File: src/rtl/spi_ram_ctrl_if.sv
// Command/response bus between an SPI slave front-end and the RAM controller.
// The SPI slave drives commands; the controller returns read data and status.
interface spi_ram_ctrl_if;
  logic [9:0] din;
  logic       rx_valid;
  logic [7:0] dout;
  logic       tx_valid;
  logic       err;

  modport master (
    output din,
    output rx_valid,
    input  dout,
    input  tx_valid,
    input  err
  );

  modport slave (
    input  din,
    input  rx_valid,
    output dout,
    output tx_valid,
    output err
  );
endinterface

File: src/rtl/spi_ram_ctrl.sv
// Byte RAM behind a 10-bit SPI command stream: separate auto-incrementing
// write and read pointers, one-cycle read strobe, sticky protocol error.
module spi_ram_ctrl #(
  parameter int MEM_DEPTH = 256,
  parameter int ADDR_SIZE = 8
) (
  input  logic          clk,
  input  logic          rst_n,
  spi_ram_ctrl_if.slave bus
);

  typedef enum logic [1:0] {
    IDLE,
    EXEC,
    RESP
  } state_t;

  state_t               state;
  logic                 rx_q;
  logic                 rise;
  logic                 pending;
  logic [9:0]           cmd;
  logic [9:0]           pend_cmd;
  logic [ADDR_SIZE-1:0] wr_addr;
  logic [ADDR_SIZE-1:0] rd_addr;
  logic                 wr_armed;
  logic                 rd_armed;
  logic [3:0]           op_hot;
  logic                 we;

  logic [7:0] mem [MEM_DEPTH];

  assign rise   = bus.rx_valid & ~rx_q;
  assign op_hot = 4'd1 << cmd[9:8];
  assign we     = (state == EXEC) & op_hot[1] & wr_armed;

  // rst_n gate keeps a write from landing on the edge reset is asserted
  always_ff @(posedge clk) begin
    if (we && rst_n) begin
      mem[wr_addr] <= cmd[7:0];
    end
  end

  always_ff @(posedge clk or negedge rst_n) begin
    if (!rst_n) begin
      state        <= IDLE;
      rx_q         <= 1'b0;
      pending      <= 1'b0;
      cmd          <= '0;
      pend_cmd     <= '0;
      wr_addr      <= '0;
      rd_addr      <= '0;
      wr_armed     <= 1'b0;
      rd_armed     <= 1'b0;
      bus.dout     <= '0;
      bus.tx_valid <= 1'b0;
      bus.err      <= 1'b0;
    end else begin
      rx_q         <= bus.rx_valid;
      bus.tx_valid <= 1'b0;

      // edges seen while busy (or behind an older pending one) queue up
      if (rise && (state != IDLE || pending)) begin
        pending  <= 1'b1;
        pend_cmd <= bus.din;
      end

      unique case (state)
        IDLE: begin
          if (pending) begin
            cmd   <= pend_cmd;
            state <= EXEC;
            if (!rise) begin
              pending <= 1'b0;
            end
          end else if (rise) begin
            cmd   <= bus.din;
            state <= EXEC;
          end
        end
        EXEC: begin
          state <= RESP;
          unique case (1'b1)
            op_hot[0]: begin
              wr_addr  <= ADDR_SIZE'(cmd[7:0]);
              wr_armed <= 1'b1;
            end
            op_hot[1]: begin
              if (wr_armed) begin
                wr_addr <= wr_addr + ADDR_SIZE'(1);
              end else begin
                bus.err <= 1'b1;
              end
            end
            op_hot[2]: begin
              rd_addr  <= ADDR_SIZE'(cmd[7:0]);
              rd_armed <= 1'b1;
            end
            op_hot[3]: begin
              if (rd_armed) begin
                bus.dout     <= mem[rd_addr];
                bus.tx_valid <= 1'b1;
                rd_addr      <= rd_addr + ADDR_SIZE'(1);
              end else begin
                bus.err <= 1'b1;
              end
            end
            default: begin
            end
          endcase
        end
        RESP: begin
          state <= IDLE;
        end
        default: begin
          state <= IDLE;
        end
      endcase
    end
  end

endmodule
File: src/flat_wrapper.sv
// flat-port wrapper written by rule: the top's interface ports become plain ports
module spi_ram_ctrl_flat 
#(
  parameter int MEM_DEPTH = 256,
  parameter int ADDR_SIZE = 8
)
  (clk, rst_n, bus_din, bus_rx_valid, bus_dout, bus_tx_valid, bus_err);
  spi_ram_ctrl_if bus_i ();
  input  logic clk;
  input  logic rst_n;
  input wire logic [$bits(bus_i.din)-1:0] bus_din;
  input wire logic [$bits(bus_i.rx_valid)-1:0] bus_rx_valid;
  output wire logic [$bits(bus_i.dout)-1:0] bus_dout;
  output wire logic [$bits(bus_i.tx_valid)-1:0] bus_tx_valid;
  output wire logic [$bits(bus_i.err)-1:0] bus_err;
  assign bus_i.din = bus_din;
  assign bus_i.rx_valid = bus_rx_valid;
  assign bus_dout = bus_i.dout;
  assign bus_tx_valid = bus_i.tx_valid;
  assign bus_err = bus_i.err;
  spi_ram_ctrl #(.MEM_DEPTH(MEM_DEPTH), .ADDR_SIZE(ADDR_SIZE)) u_core (.clk(clk), .rst_n(rst_n), .bus(bus_i));
endmodule
File: config.mk
export PLATFORM = sky130hd
export DESIGN_NAME = spi_ram_ctrl_flat
export DESIGN_NICKNAME = d
export VERILOG_FILES = /design/src/rtl/spi_ram_ctrl_if.sv /design/src/rtl/spi_ram_ctrl.sv /design/src/flat_wrapper.sv
export SDC_FILE = /design/constraint.sdc
export NUM_CORES = 2
export LEC_CHECK = 0
export ABC_AREA = 1
export ABC_CLOCK_PERIOD_IN_PS = 6200
export BUFFER_PORTS_ARGS = -buffer_cell sky130_fd_sc_hd__buf_2
export CAP_MARGIN = 30
export CORE_MARGIN = 2
export CORE_UTILIZATION = 30
export DETAILED_ROUTE_END_ITERATION = 7
export PLACE_DENSITY = 0.41
export SETUP_SLACK_MARGIN = 0.3
export SLEW_MARGIN = 30
export SYNTH_ARGS = -nofsm -noshare
export SYNTH_HDL_FRONTEND = slang
export SYNTH_SLANG_ARGS = --single-unit
File: constraint.sdc
create_clock -name clk -period 6.2 [get_ports clk]
set_input_delay 0.62 -clock clk [delete_from_list [all_inputs] [get_ports clk]]
set_output_delay 0.62 -clock clk [all_outputs]
set_load 0.05 [all_outputs]
## Word level (Yosys, flattened, before mapping)

Memory sizes are Yosys's and may differ from the RTL's. A register that Yosys moved wholly into a read port is not among the register bits.
Cells that the tools add are included.

| operators by class | value |
|---|---|
| bitwise gates (word level) | 4 |
| reductions and logical operators | 17 |
| add/sub/neg operators | 2 |
| shifts and indexed selects | 1 |
| mux-type cells | 21 |
| eq/ne operators | 6 |

Operators by type and width:

| kind | count |
|---|---|
| $pmux W8 S2 | 2 |
| $mux W10 | 2 |
| $add A8 B1 Y8 const B | 2 |
| $mux W8 | 2 |
| $mux W1 | 11 |
| $reduce_bool A2 Y1 | 5 |
| $reduce_and A3 Y1 | 3 |
| $reduce_and A2 Y1 | 3 |
| $mux W2 | 2 |
| $ne A2 B1 Y1 const B | 2 |
| $ne A2 B2 Y1 const B | 2 |
| $pmux W2 S2 | 1 |
| $reduce_and A4 Y1 | 1 |
| $shl A1 B2 Y4 const A | 1 |
| $and A1 B1 Y1 | 3 |
| $ne A3 B1 Y1 const B | 1 |
| $eq A2 B1 Y1 const B | 1 |
| $logic_and A1 B1 Y1 | 2 |
| $logic_not A2 Y1 | 1 |
| $pmux W1 S2 | 1 |
| $logic_not A1 Y1 | 1 |
| $logic_or A1 B1 Y1 | 1 |
| $not A1 Y1 | 1 |

| storage, ports and cells | value |
|---|---|
| memories kept | 1 |
| RAM bits | 2,048 |
| word-level logic and storage cells | 63 |
| register bits | 44 |
| input port bits | 13 |
| output and inout bits | 10 |

Memories:

| memory | depth | width | rd ports | clocked after memory_dff | write ports | line | text |
|---|---|---|---|---|---|---|---|
| u_core.mem | 256 | 8 | 1 | 1 | 1 | spi_ram_ctrl.sv:31 | `logic [7:0] mem [MEM_DEPTH];` |

## Depth between registers and ports, before layout

| depth | value |
|---|---|
| depth in word-level cells | 7 |
| mapped depth | 18 |
| depth with buffers taken out | 15 |

## Worst setup path after synthesis

Ideal clock, no wire load.

| path | value |
|---|---|
| path type | register to register |
| start point | reg u_core.cmd[5] |
| end point | mem u_core.mem[0][5] (data pin) |
| stages on the path, launching flop included | 1 |
| clock period less this slack | 4,004 ps |
| data required time | 5,393 ps |
| data arrival time | 3,198 ps |
| path buffers | 0 |
| slack | 2,196 ps |
| path through | dfrtp_1 |

RTL lines:

| what | line | text |
|---|---|---|
| start, declared | spi_ram_ctrl.sv:22 | `logic [9:0] cmd;` |
| start signal, assigned | spi_ram_ctrl.sv:71 | `cmd <= pend_cmd;` |
| start signal, assigned | spi_ram_ctrl.sv:77 | `cmd <= bus.din;` |
| end, declared | spi_ram_ctrl.sv:31 |  |

Straight into the memory's write port.

==> metrics.txt <==
TritonCTS Sinks=2,100; CP endpoint kind=flip-flop; Clock Skew=roughly 0.044 ns; # port buffers=22; max incr delay on CP=0.73 ns; Initial Utilization=30.2%; first-pass GRT wire length=slightly above 400,000 um; Max-slew headroom=28.0%; Final period util=70.3%; Min Hold Slack=0.120 ns; CP max-delay cell=dfrtp_4; fillers=around 30,000; commonest non-fill, non-tap cell in the layout=edfxtp_1; Pre-antenna DRT Iters=5; post-CTS sizing=0; yosys warns=0; num rows=198; largest net degree at the start of global routing=180; DRC=0; Bufs on Longest Clock Path=3; DIE AREA=298,000 um^2; Design Power=46.4 mW; final setup fails=0; H-tree depth=4; Inserted Clock Buffers=~230; Placed Area=91,800 um^2; combinational cell fraction of total power=a little under a third; mean post-synth cell area=11.1 um^2; Internal=28.5 mW; CTS clk-pin slew, worst paths=roughly 0.060 ns; max-cap violations=0; FMAX=roughly 230 MHz; share of layout cells above drive strength 1=6.48%; Vias=57,400; Hold WC Path Type=input port to asynchronous set/reset pin; sequential share of power=roughly two fifths; nets@finish=7,811; Final Max Tran Viols=0; setup TNS=0 ns; number of synthesized flops with an enable pin=2,048; crit path max fanout=111; TritonCTS clock tree=done; WP data required=7.04 ns; Final min period=4.36 ns; CP delay by family, top=simple AND/OR/NAND/NOR gates; most used cell along the critical path=nand2_1; Sw Share=38.5%; gr usage total=a little under a fifth; outcome=complete, no violations; Mapped Area=88,000 um^2; crit start category=flip-flop; Final Util=34.1%; routed vias/inst=between 4 and 5; initial antenna violation count=5; detailed router's first-iteration violation count=5,135; CORE AREA=291,000 um^2; Seq/Total Area, Yosys=between 70 and 80%; Yosys reg bits=~2,100; Syn Inst Count=about 8,000; Net Sw Power=~18 mW; post-DP HPWL=about 160,000 um; Final ANT Viol Nets=0; top_reg_cell synth=edfxtp_1; Pleak=around 36 nW; Root Driver=clkbuf_16; kind of critical path=flip-flop to flip-flop; final worst setup slack=1.84 ns; RSZ-0062 raised after global routing=no; total nets after synthesis=approximately 7,900; RePlAce Congestion=0.807; clock network power share=28.8%; fin area=99,300 um^2; DR WL/cell=23.9 um; final hold vios=0; area leader, netlist=edfxtp_1; Die Y=545 um; post-synthesis cell type count=34; most frequent cells in the layout=edfxtp_1, nand2_1, nand3_1, nor2_1, inv_1; Pwr Density=467 nW/um^2; # IOs=23; clock latency on the worst-skew pair=around 0.90 ns; area share of the largest cell type after synthesis=69.9%; final WL=roughly 280,000 um; Die Width=between 500 and 600 um; Setup Slack @ Placement=1.67 ns; vias in the first global route=56,400; placed cell count=around 11,000; Worst-Margin Slew=around 1.1 ns; Non-Filler Instances=11,900; Crit path arrival time=between 5 and 6 ns; crit-path cells=inv_8 -> buf_12 -> nand2_1 -> nand2_1 -> nand2_1 -> nand3_1 -> nand3_1 -> a21oi_1 -> nor2_1 -> nand2_1 -> nand3_1 -> nand2_1 -> nand2_1 -> nand2_1; Layout area overhead=12.9%; Bufs and invs on worst path=2; peak supply drop=0.395 mV; async set-reset flop share out of synthesis=2.48%; dominant cells by area after synthesis=edfxtp_1, nand2_1, nand3_1; gr ovfl total=0
## logic make-up after synthesis
group / Yosys count / share of synthesized area, %
AOI/OAI and AO/OA: 641 / 4.01
xor gates and xnor gates: 6 / 0.0597
adders and majority gates: 5 / 0.0711
buffers and inverters: 990 / 5.08
DFF: 2100 / 71.4
and+or+nand+nor: 4162 / 19.4
## per-layer routing
| metal | routed length (um) | up-vias | track usage (%) |
|---|---|---|---|
| li1 | - | 26800 | - |
| met1 | 129000 | 28900 | 25.8 |
| met2 | 135000 | 1376 | 30.5 |
| met3 | 12900 | 351 | 2.61 |
| met4 | 7710 | 0 | 5.31 |
| met5 | 0 | - | 0 |
## synth_stat cells (6+ instances only)
library cell and n:
buf_2 131, o211ai_1 109, dfrtp_1 52, o21ai_1 31, clkbuf_1 195, a21oi_1 46
buf_6 48, buf_4 49, xor2_1 6, edfxtp_1 2048, nand3_1 1102, o21ai_0 445
nand2_1 1924, nor2_1 1117, buf_1 62, or2_2 10, inv_1 495
## registers in the layout, indices dropped and copies added, names as in the netlist
name	count
u_core.pend_cmd	10
u_core.pending	1
u_core.rd_addr	8
u_core.cmd	10
u_core.rx_q	1
u_core.wr_armed	1
u_core.mem	2048
u_core.rd_armed	1
u_core.wr_addr	8
u_core.bus.err	1
u_core.bus.tx_valid	1
u_core.state	2
u_core.bus.dout	8
## power by group through the flow
stage	registers, mW	logic [mW]	clock network, mW
6_report	18.4	14.6	13.4
4_1_cts	18.5	14.8	13.7
2_1_floorplan	19.5	7.72	0
3_3_place_gp	18.8	14.7	0
3_5_place_dp	18.8	14.8	0
5_1_grt	18.5	15.9	14.2
## area by class of cell
type / instances / area [um^2] / share of cell area [%]
antenna: 3 / 7.51 / 0.00756
clock buffer: 315 / 6190 / 6.23
clock inverter: 116 / 1040 / 1.05
inverter: 501 / 1910 / 1.92
multi-input combinational: 4814 / 20800 / 21.0
sequential: 2100 / 62800 / 63.3
tap: 3900 / 4880 / 4.91
timing repair buffer: 145 / 1590 / 1.60
## worst paths after layout
kind	from	slack (ns)	depth (start not counted)	endpoint
max	u_core.rd_addr[0]	1.84	14	u_core.bus.dout[7]
min	rst_n	0.12	2	u_core.pend_cmd[5]
max reg2reg	u_core.rd_addr[0]	1.84	14	u_core.bus.dout[7]
min reg2reg	u_core.rd_armed	0.49	2	u_core.rd_armed
max in group asynchronous	rst_n	4.99	3	u_core.rd_addr[0]
min in group clk	bus_rx_valid	0.38	2	u_core.rx_q
## repair_timing
item	4_1_cts	5_1_grt
hold buffers	12	0
hold endpoints to repair	18	0
setup buffers	0	0
Note: power is estimated with default switching activity, not from simulation.
